File: config.mk
export PLATFORM = sky130hd
export DESIGN_NAME = pll_dyn_ctrl_flat
export DESIGN_NICKNAME = d
export VERILOG_FILES = /design/src/rtl/pll_dyn_ctrl_if.sv /design/src/rtl/pll_dyn_ctrl.sv /design/src/flat_wrapper.sv
export SDC_FILE = /design/constraint.sdc
export NUM_CORES = 1
export LEC_CHECK = 0
export ABC_CLOCK_PERIOD_IN_PS = 3900
export BUFFER_PORTS_ARGS = -buffer_cell sky130_fd_sc_hd__buf_2
export CORE_MARGIN = 3
export CORE_UTILIZATION = 35
export CTS_CLUSTER_SIZE = 20
export DETAILED_ROUTE_END_ITERATION = 8
export GPL_TIMING_DRIVEN = 0
export SLEW_MARGIN = 25
export SYNTH_ARGS = -nofsm -noshare
export SYNTH_HDL_FRONTEND = slang
export SYNTH_SLANG_ARGS = --single-unit
File: constraint.sdc
create_clock -name clk_i -period 3.9 [get_ports clk_i]
set_input_delay 0.195 -clock clk_i [delete_from_list [all_inputs] [get_ports clk_i]]
set_output_delay 0.195 -clock clk_i [all_outputs]
set_load 0.01 [all_outputs]
File: src/rtl/pll_dyn_ctrl_if.sv
// Config and phase-step request port of pll_dyn_ctrl.
// The requester side uses the master modport and the controller uses the slave modport.
interface pll_dyn_ctrl_if #(
   parameter int NUM_OUT = 2
);
   logic                  cfg_valid;
   logic                  cfg_ready;
   logic [9:0]            cfg_idiv;
   logic [9:0]            cfg_fdiv;
   logic [NUM_OUT*10-1:0] cfg_odiv;
   logic [NUM_OUT*10-1:0] cfg_duty;
   logic                  ph_valid;
   logic                  ph_ready;
   logic [2:0]            ph_sel;
   logic                  ph_dir;
   logic [7:0]            ph_steps;

   modport master (
      output cfg_valid, cfg_idiv, cfg_fdiv, cfg_odiv, cfg_duty,
      output ph_valid, ph_sel, ph_dir, ph_steps,
      input  cfg_ready, ph_ready
   );

   modport slave (
      input  cfg_valid, cfg_idiv, cfg_fdiv, cfg_odiv, cfg_duty,
      input  ph_valid, ph_sel, ph_dir, ph_steps,
      output cfg_ready, ph_ready
   );
endinterface

File: src/rtl/pll_dyn_ctrl.sv
// PLL runtime reconfiguration and lock supervisor: sequences PLL reset around ratio
// changes, qualifies LOCK with a glitch filter and timeout, retries, and steps phase.
module pll_dyn_ctrl #(
   parameter int unsigned           NUM_OUT      = 2,
   parameter int unsigned           RST_CYCLES   = 8,
   parameter int unsigned           LOCK_FILTER  = 16,
   parameter int unsigned           LOCK_TIMEOUT = 65535,
   parameter int unsigned           MAX_RETRY    = 3,
   parameter logic [9:0]            INIT_IDIV    = 10'd5,
   parameter logic [9:0]            INIT_FDIV    = 10'd74,
   parameter logic [NUM_OUT*10-1:0] INIT_ODIV    = {10'd74, 10'd5},
   parameter logic [NUM_OUT*10-1:0] INIT_DUTY    = {10'd74, 10'd5}
) (
   input  logic                  clk_i,
   input  logic                  rst_ni,
   pll_dyn_ctrl_if.slave         cfg_if,
   input  logic                  pll_lock_i,
   output logic                  pll_rst_o,
   output logic                  rstodiv_o,
   output logic [9:0]            dyn_idiv_o,
   output logic [9:0]            dyn_fdiv_o,
   output logic [NUM_OUT*10-1:0] dyn_odiv_o,
   output logic [NUM_OUT*10-1:0] dyn_duty_o,
   output logic [2:0]            phase_sel_o,
   output logic                  phase_dir_o,
   output logic                  phase_step_n_o,
   output logic                  locked_o,
   output logic                  busy_o,
   output logic                  err_o,
   output logic                  lock_lost_o
);
   localparam int unsigned RCW = (RST_CYCLES > 1) ? $clog2(RST_CYCLES) : 1;
   localparam int unsigned FW  = $clog2(LOCK_FILTER + 1);
   localparam int unsigned TW  = $clog2(LOCK_TIMEOUT + 1);
   localparam int unsigned RW  = $clog2(MAX_RETRY + 1);

   typedef enum logic [2:0] {S_INIT, S_RST, S_WAIT, S_FILT, S_RUN, S_PHASE, S_FAIL} state_e;

   state_e                state_q, state_d;
   logic                  lock_meta_q, lock_s_q;
   logic [RCW-1:0]        rcnt_q;
   logic [FW-1:0]         filt_q;
   logic [TW-1:0]         tmo_q;
   logic [RW-1:0]         retry_q;
   logic [7:0]            steps_q;
   logic [1:0]            sub_q;
   logic                  pll_rst_q, rstodiv_q, locked_q, busy_q, err_q, lock_lost_q;
   logic                  phase_dir_q, phase_step_n_q;
   logic [2:0]            phase_sel_q;
   logic [9:0]            dyn_idiv_q, dyn_fdiv_q;
   logic [NUM_OUT*10-1:0] dyn_odiv_q, dyn_duty_q;
   logic                  cfg_acc, ph_acc, tmo_hit, filt_done, timeout, fail_next;

   // Ready is withheld once lock_s drops in RUN so a lock loss never swallows a request.
   assign cfg_if.cfg_ready = (state_q == S_RUN && lock_s_q) || (state_q == S_FAIL);
   assign cfg_if.ph_ready  = (state_q == S_RUN) && lock_s_q && !cfg_if.cfg_valid;
   assign cfg_acc          = cfg_if.cfg_valid && cfg_if.cfg_ready;
   assign ph_acc           = cfg_if.ph_valid && cfg_if.ph_ready;

   always_comb begin
      tmo_hit   = (tmo_q == TW'(LOCK_TIMEOUT - 1));
      filt_done = lock_s_q && (filt_q == FW'(LOCK_FILTER - 1));
      timeout   = tmo_hit && ((state_q == S_WAIT) || (state_q == S_FILT && !filt_done));
      fail_next = !(retry_q < RW'(MAX_RETRY - 1));
      state_d   = state_q;
      case (state_q)
         S_INIT:  state_d = S_RST;
         S_RST:   if (rcnt_q == RCW'(RST_CYCLES - 1)) state_d = S_WAIT;
         S_WAIT: begin
            if (timeout)       state_d = fail_next ? S_FAIL : S_RST;
            else if (lock_s_q) state_d = S_FILT;
         end
         S_FILT: begin
            if (filt_done)      state_d = S_RUN;
            else if (timeout)   state_d = fail_next ? S_FAIL : S_RST;
            else if (!lock_s_q) state_d = S_WAIT;
         end
         S_RUN: begin
            if (!lock_s_q || cfg_acc) state_d = S_RST;
            else if (ph_acc)          state_d = S_PHASE;
         end
         S_PHASE: begin
            if (!lock_s_q)            state_d = S_RST;
            else if (steps_q == '0)   state_d = S_RUN;
         end
         S_FAIL:  if (cfg_acc) state_d = S_RST;
         default: state_d = S_INIT;
      endcase
   end

   always_ff @(posedge clk_i or negedge rst_ni) begin
      if (!rst_ni) begin
         state_q        <= S_INIT;
         lock_meta_q    <= 1'b0;
         lock_s_q       <= 1'b0;
         rcnt_q         <= '0;
         filt_q         <= '0;
         tmo_q          <= '0;
         retry_q        <= '0;
         steps_q        <= '0;
         sub_q          <= '0;
         pll_rst_q      <= 1'b1;
         rstodiv_q      <= 1'b1;
         locked_q       <= 1'b0;
         busy_q         <= 1'b1;
         err_q          <= 1'b0;
         lock_lost_q    <= 1'b0;
         phase_sel_q    <= '0;
         phase_dir_q    <= 1'b0;
         phase_step_n_q <= 1'b1;
         dyn_idiv_q     <= INIT_IDIV;
         dyn_fdiv_q     <= INIT_FDIV;
         dyn_odiv_q     <= INIT_ODIV;
         dyn_duty_q     <= INIT_DUTY;
      end else begin
         {lock_s_q, lock_meta_q} <= {lock_meta_q, pll_lock_i};
         state_q     <= state_d;
         pll_rst_q   <= state_d inside {S_INIT, S_RST, S_FAIL};
         rstodiv_q   <= state_d inside {S_INIT, S_RST, S_FAIL};
         locked_q    <= state_d inside {S_RUN, S_PHASE};
         busy_q      <= !(state_d inside {S_RUN, S_FAIL});
         lock_lost_q <= (state_q inside {S_RUN, S_PHASE}) && !lock_s_q;
         rcnt_q      <= (state_q == S_RST && state_d == S_RST) ? rcnt_q + 1'b1 : '0;
         // Timeout spans WAIT<->FILT bounces and only restarts on a fresh reset attempt.
         tmo_q       <= ((state_q inside {S_WAIT, S_FILT}) && (state_d inside {S_WAIT, S_FILT}))
                        ? tmo_q + 1'b1 : '0;
         filt_q      <= (state_q == S_FILT && state_d == S_FILT) ? filt_q + 1'b1 : '0;

         if ((state_q == S_FILT && state_d == S_RUN) || (state_q == S_FAIL && cfg_acc))
            retry_q <= '0;
         else if (timeout)
            retry_q <= retry_q + 1'b1;

         if (state_d == S_FAIL) err_q <= 1'b1;
         else if (cfg_acc)      err_q <= 1'b0;

         if (cfg_acc) begin
            dyn_idiv_q <= cfg_if.cfg_idiv;
            dyn_fdiv_q <= cfg_if.cfg_fdiv;
            dyn_odiv_q <= cfg_if.cfg_odiv;
            dyn_duty_q <= cfg_if.cfg_duty;
         end

         // Each step is one low cycle (sub 0) followed by three high cycles.
         if (ph_acc) begin
            phase_sel_q <= cfg_if.ph_sel;
            phase_dir_q <= cfg_if.ph_dir;
            steps_q     <= cfg_if.ph_steps;
            sub_q       <= '0;
         end else if (state_q == S_PHASE && state_d == S_PHASE) begin
            sub_q <= sub_q + 1'b1;
            if (sub_q == 2'd3) steps_q <= steps_q - 1'b1;
         end
         phase_step_n_q <= !(state_q == S_PHASE && state_d == S_PHASE && sub_q == 2'd0);
      end
   end

   assign pll_rst_o      = pll_rst_q;
   assign rstodiv_o      = rstodiv_q;
   assign dyn_idiv_o     = dyn_idiv_q;
   assign dyn_fdiv_o     = dyn_fdiv_q;
   assign dyn_odiv_o     = dyn_odiv_q;
   assign dyn_duty_o     = dyn_duty_q;
   assign phase_sel_o    = phase_sel_q;
   assign phase_dir_o    = phase_dir_q;
   assign phase_step_n_o = phase_step_n_q;
   assign locked_o       = locked_q;
   assign busy_o         = busy_q;
   assign err_o          = err_q;
   assign lock_lost_o    = lock_lost_q;
endmodule

File: src/flat_wrapper.sv
// flat-port wrapper written by rule: the top's interface ports become plain ports
module pll_dyn_ctrl_flat 
#(
   parameter int unsigned           NUM_OUT      = 2,
   parameter int unsigned           RST_CYCLES   = 8,
   parameter int unsigned           LOCK_FILTER  = 16,
   parameter int unsigned           LOCK_TIMEOUT = 65535,
   parameter int unsigned           MAX_RETRY    = 3,
   parameter logic [9:0]            INIT_IDIV    = 10'd5,
   parameter logic [9:0]            INIT_FDIV    = 10'd74,
   parameter logic [NUM_OUT*10-1:0] INIT_ODIV    = {10'd74, 10'd5},
   parameter logic [NUM_OUT*10-1:0] INIT_DUTY    = {10'd74, 10'd5}
)
  (clk_i, rst_ni, pll_lock_i, pll_rst_o, rstodiv_o, dyn_idiv_o, dyn_fdiv_o, dyn_odiv_o, dyn_duty_o, phase_sel_o, phase_dir_o, phase_step_n_o, locked_o, busy_o, err_o, lock_lost_o, cfg_if_cfg_valid, cfg_if_cfg_idiv, cfg_if_cfg_fdiv, cfg_if_cfg_odiv, cfg_if_cfg_duty, cfg_if_ph_valid, cfg_if_ph_sel, cfg_if_ph_dir, cfg_if_ph_steps, cfg_if_cfg_ready, cfg_if_ph_ready);
  pll_dyn_ctrl_if #(.NUM_OUT(NUM_OUT)) cfg_if_i ();
  input  logic clk_i;
  input  logic rst_ni;
  input  logic pll_lock_i;
  output logic pll_rst_o;
  output logic rstodiv_o;
  output logic [9:0] dyn_idiv_o;
  output logic [9:0] dyn_fdiv_o;
  output logic [NUM_OUT*10-1:0] dyn_odiv_o;
  output logic [NUM_OUT*10-1:0] dyn_duty_o;
  output logic [2:0] phase_sel_o;
  output logic phase_dir_o;
  output logic phase_step_n_o;
  output logic locked_o;
  output logic busy_o;
  output logic err_o;
  output logic lock_lost_o;
  input wire logic [$bits(cfg_if_i.cfg_valid)-1:0] cfg_if_cfg_valid;
  input wire logic [$bits(cfg_if_i.cfg_idiv)-1:0] cfg_if_cfg_idiv;
  input wire logic [$bits(cfg_if_i.cfg_fdiv)-1:0] cfg_if_cfg_fdiv;
  input wire logic [$bits(cfg_if_i.cfg_odiv)-1:0] cfg_if_cfg_odiv;
  input wire logic [$bits(cfg_if_i.cfg_duty)-1:0] cfg_if_cfg_duty;
  input wire logic [$bits(cfg_if_i.ph_valid)-1:0] cfg_if_ph_valid;
  input wire logic [$bits(cfg_if_i.ph_sel)-1:0] cfg_if_ph_sel;
  input wire logic [$bits(cfg_if_i.ph_dir)-1:0] cfg_if_ph_dir;
  input wire logic [$bits(cfg_if_i.ph_steps)-1:0] cfg_if_ph_steps;
  output wire logic [$bits(cfg_if_i.cfg_ready)-1:0] cfg_if_cfg_ready;
  output wire logic [$bits(cfg_if_i.ph_ready)-1:0] cfg_if_ph_ready;
  assign cfg_if_i.cfg_valid = cfg_if_cfg_valid;
  assign cfg_if_i.cfg_idiv = cfg_if_cfg_idiv;
  assign cfg_if_i.cfg_fdiv = cfg_if_cfg_fdiv;
  assign cfg_if_i.cfg_odiv = cfg_if_cfg_odiv;
  assign cfg_if_i.cfg_duty = cfg_if_cfg_duty;
  assign cfg_if_i.ph_valid = cfg_if_ph_valid;
  assign cfg_if_i.ph_sel = cfg_if_ph_sel;
  assign cfg_if_i.ph_dir = cfg_if_ph_dir;
  assign cfg_if_i.ph_steps = cfg_if_ph_steps;
  assign cfg_if_cfg_ready = cfg_if_i.cfg_ready;
  assign cfg_if_ph_ready = cfg_if_i.ph_ready;
  pll_dyn_ctrl #(.NUM_OUT(NUM_OUT), .RST_CYCLES(RST_CYCLES), .LOCK_FILTER(LOCK_FILTER), .LOCK_TIMEOUT(LOCK_TIMEOUT), .MAX_RETRY(MAX_RETRY), .INIT_IDIV(INIT_IDIV), .INIT_FDIV(INIT_FDIV), .INIT_ODIV(INIT_ODIV), .INIT_DUTY(INIT_DUTY)) u_core (.clk_i(clk_i), .rst_ni(rst_ni), .cfg_if(cfg_if_i), .pll_lock_i(pll_lock_i), .pll_rst_o(pll_rst_o), .rstodiv_o(rstodiv_o), .dyn_idiv_o(dyn_idiv_o), .dyn_fdiv_o(dyn_fdiv_o), .dyn_odiv_o(dyn_odiv_o), .dyn_duty_o(dyn_duty_o), .phase_sel_o(phase_sel_o), .phase_dir_o(phase_dir_o), .phase_step_n_o(phase_step_n_o), .locked_o(locked_o), .busy_o(busy_o), .err_o(err_o), .lock_lost_o(lock_lost_o));
endmodule
Word-level counts from Yosys, hierarchy flattened --
Cells that the tools add are included.
Storage, ports and cells: logic and storage cells 108, output and inout port bits 73, input port bits 77, register bits 111, memories 0, RAM bits 0, bits in latches 0, bits in read-only memories 0
Operators by class: multiplexer cells 25, eq/ne operators 16, bitwise gates (word level) 0, multipliers 0, shift operators 0, $lt $le $gt $ge 1, divide/modulo/power cells 0, reduce and logical (&&, ||, !) cells 39, add/subtract/negate cells 6
Operators by type and width (count):
- 3-bit 2-to-1 mux | 13
- 8-bit 2-to-1 mux | 3
- 3-bit == test, second input constant | 7
- 3-bit case mux with 7 select lines | 1
- 2-bit nonzero test | 9
- 16-bit by 1-bit adder with 16-bit output, second input constant | 1
- 16-bit == test, second input constant | 1
- 16-bit 2-to-1 mux | 1
- 1-bit logical AND | 15
- 3-bit by 2-bit == test with 1-bit output, second input constant | 4
- 8-bit logical NOT | 1
- 2-bit 2-to-1 mux | 4
- 8-bit by 1-bit subtractor with 8-bit output, second input constant | 1
- 3-bit by 1-bit == test with 1-bit output, second input constant | 2
- 3-bit logical NOT | 2
- 5-bit by 1-bit adder with 5-bit output, second input constant | 1
- 5-bit by 4-bit == test with 1-bit output, second input constant | 1
- 1-bit logical NOT | 5
- 5-bit 2-to-1 mux | 1
- 2-bit by 1-bit adder with 2-bit output, second input constant | 2
- 1-bit logical OR | 4
- 3-bit by 1-bit adder with 3-bit output, second input constant | 1
- 3-bit nonzero test | 1
- 2-bit == test, second input constant | 1
- other kinds (4) | 5

Longest topological paths before layout --
depth after elaboration 13, depth in mapped cells 8, mapped depth without buffers 8

Least setup slack after synthesis --
OpenSTA, ideal clock, no wires.
path type flip-flop to flip-flop, start point register u_core.rcnt_q[0], end point register u_core.steps_q[6], library setup time 0.127 ns, buffers on the path 0, data arrival time 1.749 ns, cell stages (with the launch flop) 8, slack 2.024 ns, required time 3.773 ns, period minus slack after synthesis 1.876 ns, cells stage by stage dfrtp_1 -> ha_1 -> ha_1 -> a211o_1 -> o311a_4 -> a2111oi_4 -> xnor2_1 -> o21ai_1
On the way: cells in the longest elaborated chain, start to end 7
RTL lines:
- start, declared | RTL line pll_dyn_ctrl.sv:41 | logic [RCW-1:0] rcnt_q;
- start signal, assigned | RTL line pll_dyn_ctrl.sv:123 | rcnt_q <= (state_q == S_RST && state_d == S_RST) ? rcnt_q + 1'b1 : '0;
- 3-bit == test | RTL line pll_dyn_ctrl.sv:68 | S_RST: if (rcnt_q == RCW'(RST_CYCLES - 1)) state_d = S_WAIT;
- 3-bit 2-to-1 mux | RTL line pll_dyn_ctrl.sv:68
- 3-bit case mux with 7 select lines | RTL line pll_dyn_ctrl.sv:66 | case (state_q)
- 3-bit == test | RTL line pll_dyn_ctrl.sv:150 | end else if (state_q == S_PHASE && state_d == S_PHASE) begin
- 1-bit logical AND | RTL line pll_dyn_ctrl.sv:150
- 2-bit nonzero test (no source line)
- 2-bit AND reduction (no source line)
- end signal, assigned | RTL line pll_dyn_ctrl.sv:148 | steps_q <= cfg_if.ph_steps;
- end signal, assigned | RTL line pll_dyn_ctrl.sv:152 | if (sub_q == 2'd3) steps_q <= steps_q - 1'b1;
- end, declared | RTL line pll_dyn_ctrl.sv:45 | logic [7:0] steps_q;
No other way between the ends. A chain may end at the register's enable or synchronous reset.

Worst setup path in the final report --
start point register u_core.steps_q[0], end point register u_core.filt_q[2]
On the way: cells in the longest elaborated chain, start to end 7
RTL lines:
- 8-bit logical NOT | RTL line pll_dyn_ctrl.sv:84 | else if (steps_q == '0) state_d = S_RUN;
- 3-bit 2-to-1 mux | RTL line pll_dyn_ctrl.sv:84
- 3-bit 2-to-1 mux | RTL line pll_dyn_ctrl.sv:83 | if (!lock_s_q) state_d = S_RST;
- 3-bit case mux with 7 select lines | RTL line pll_dyn_ctrl.sv:66
- 3-bit by 2-bit == test with 1-bit output | RTL line pll_dyn_ctrl.sv:127 | filt_q <= (state_q == S_FILT && state_d == S_FILT) ? filt_q + 1'b1 : '0;
- 1-bit logical AND | RTL line pll_dyn_ctrl.sv:127
- 5-bit 2-to-1 mux | RTL line pll_dyn_ctrl.sv:127
- end signal, assigned | RTL line pll_dyn_ctrl.sv:127
- end, declared | RTL line pll_dyn_ctrl.sv:42 | logic [FW-1:0] filt_q;
No other way between the ends.

==> metrics.yaml <==
outcome:
  status: "completed"
job:
  maxCapViolations: 0
detailed_routing:
  drc: 0
  vias: 3354
  detail-route-antenna-nets: 0
  vias_per_cell: 4.62
  firstDrtPassIters: 4
  drt-initial-drc-count: 155
  drt-wirelength-per-cell_um: 13.6
  totalWireLength_um: 9860
grt:
  overflow: 0
  grt_first_pass_wirelength_um: 16500
  track_usage_pct: 13.8
  antenna_found_initial: 0
  grt_max_degree: 64
  grt_pass1_vias: 3477
sta:
  finalSetupTns_ns: 0
  setup_viol: 0
  skew_ns: 0.00774
  tightestPinTransition_ns: 0.538
  holdWs_ns: 0.0358
  slew_violations: 0
  hold_viol: 0
  period_share_pct: 53.9
  rsz0062_at_grt: "no"
  min_period_ns: 2.10
  fmax_mhz: 476
  slew_headroom_pct: 64.1
cts:
  htreeDepth: 3
  path_clk_slew_ns: 0.07
  cts.path.max_buffers: 2
  cts_tree: "yes"
  cts_buffers: 9
  hold_buffers: 2
  cts_sinks: 111
  cts_root_buffer: "clkbuf_16"
  postCtsSetupBuffers: 0
  clock_latency_ns: 0.35
  cts_resized: 0
setup_path:
  cp.required_ns: 4.12
  critPathLaunchType: "flip-flop"
  worstPathArrival_ns: 2.32
  ff2ff_setup_slack_ns: 1.80
  crit_path_max_fanout: 7
  critPathCaptureType: "flip-flop"
  path_class: "flip-flop to flip-flop"
die:
  design.die.area_mm2: 0.0153
  core-area_mm2: 0.0134
  fp-row-count: 42
  fp.dieH_um: 124
  die_w_um: 124
  initial_utilization_pct: 36.1
  io_pins: 150
power_and_ir_drop:
  p_per_area_mw_per_mm2: 373
  p_leak_nw: 3.18
  vdd_ir_drop_max_mv: 0.217
placed_design:
  port_buffers: 149
  hpwl_um: 7460
  gp_congestion: 0.789
layout:
  area_growth_syn_to_layout_pct: 27.5
  ff_latch_area_mm2: 0.00280
  multi_input_area_mm2: 0.00191
  nFillCells: 1283
  nNetsFinal: 631
  drive_gt1_share_pct: 48.7
  num_antenna_cells: 0
synthesis:
  syn_area_mm2: 0.00483
  synth_edf_count: 0
  synth-seq-cells: 111
  syn_inst: 382
  synth_nets: 468
  ys_seq_area_share_pct: 57.9
  ys_types: 49
  synth_area_per_cell_um2: 12.7
  yosys_warnings: 0
  synth_async_sr_flop_share_pct: 100
  yosys_most_used_dff: "dfrtp_1"
hold_path:
  hold_class: "primary input to flip-flop"
[cells by family after synthesis]
logic type      Yosys count  share of synthesized area (%)
buf+inv                  24                           2.64
mux                      62                           14.4
compound gates           31                           5.80
flops                   111                           57.9
fa+ha+maj                 9                           2.33
xor+xnor                 27                           4.89
simple gates            118                           12.0
[power breakdown]
| part | internal (W) | leakage [nW] | switching [W] | total (W) |
|---|---|---|---|---|
| registers | 0.00117 | 1.40 | 0.0000150 | 0.00119 |
| clock network | 0.000514 | 0.149 | 0.000432 | 0.000946 |
| logic | 0.0000782 | 1.63 | 0.0000863 | 0.000165 |
[cells in the final DEF (no fill, tap or decap), types with 5 or more instances in the layout]
cell type,Yosys,layout
a21oi_1,8,8
buf_2,9,157
clkbuf_16,0,9
dfrtp_1,93,93
dfstp_2,18,18
ha_1,9,9
inv_1,9,9
mux2_2,61,61
nand2_1,35,35
nand3_1,10,10
nand4_1,5,5
nor2_1,35,35
nor3_1,5,5
xnor2_1,14,14
xor2_1,13,13
[flip-flops by register name (all words and copies together), names as in the netlist, 5 cells and up]
name / flops
u_core.tmo_q: 16
u_core.dyn_odiv_o: 20
u_core.dyn_fdiv_o: 10
u_core.dyn_duty_o: 20
u_core.dyn_idiv_o: 10
u_core.steps_q: 8
u_core.filt_q: 5
[path summary, 6_finish.rpt]
| path | startpoint | endpoint | depth (start not counted) |
|---|---|---|---|
| setup / recovery | u_core.steps_q[0] | u_core.filt_q[2] | 8 |
| hold / removal | cfg_if_ph_sel[0] | u_core.phase_sel_o[0] | 3 |
| setup reg to reg | u_core.steps_q[0] | u_core.filt_q[2] | 8 |
| hold reg to reg | u_core.lock_meta_q | u_core.lock_s_q | 0 |
| max in group asynchronous | rst_ni | u_core.phase_step_n_o | 3 |
| min in group asynchronous | rst_ni | u_core.dyn_odiv_o[12] | 2 |
[metrics by stage]
stage               cell area, um2  setup slack (ns)  power [W]  utilization, %  std cells
floorplan                     4830              2.02    0.00129               -        382
global placement              5800              1.39    0.00137            43.3        707
detailed placement            5830              1.81    0.00138            43.5        708
CTS                           6160              1.80    0.00235            46.0        726
global route                  6160              1.64    0.00242            46.0        726
finish                        6160              1.80    0.00230            46.0        726
[Yosys cell counts (4+ instances only)]
master | number | share of area, %
ha_1 | 9 | 2.3
dfrtp_1 | 93 | 48
nand3_1 | 10 | 1.0
nor3_1 | 5 | 0.52
nor2_1 | 35 | 2.7
mux2_2 | 61 | 14
xnor2_1 | 14 | 2.5
nand2_1 | 35 | 2.7
o21ai_1 | 4 | 0.41
nand4_1 | 5 | 0.65
and2_1 | 4 | 0.52
dfstp_2 | 18 | 9.8
xor2_1 | 13 | 2.4
inv_1 | 9 | 0.70
buf_2 | 9 | 0.93
a21oi_1 | 8 | 0.83
[layer usage]
| metal | routed length, um | track usage, % |
|---|---|---|
| met5 | 0 | 0 |
| met4 | 148 | 4.98 |
| met3 | 787 | 6.27 |
| met2 | 4790 | 21.7 |
| met1 | 4140 | 16.9 |
[area by class of cell]
| cell class | instances | share of cell area [%] |
|---|---|---|
| buffer | 15 | 1.52 |
| clock buffer | 11 | 3.78 |
| clock inverter | 5 | 1.22 |
| inverter | 9 | 0.548 |
| multi-input combinational | 247 | 30.9 |
| sequential | 111 | 45.4 |
| tap | 176 | 3.57 |
| timing repair buffer | 152 | 13.0 |
[critical path, cell delays in order (launching register included)]
cell and delay (ns):
dfrtp_1 0.41, inv_1 0.07, ha_1 0.16, nor3b_1 0.25
and4b_1 0.24, buf_6 0.15, o31ai_1 0.10, o2111ai_1 0.50
nor2_1 0.10
(Power assumes the default switching activity.)
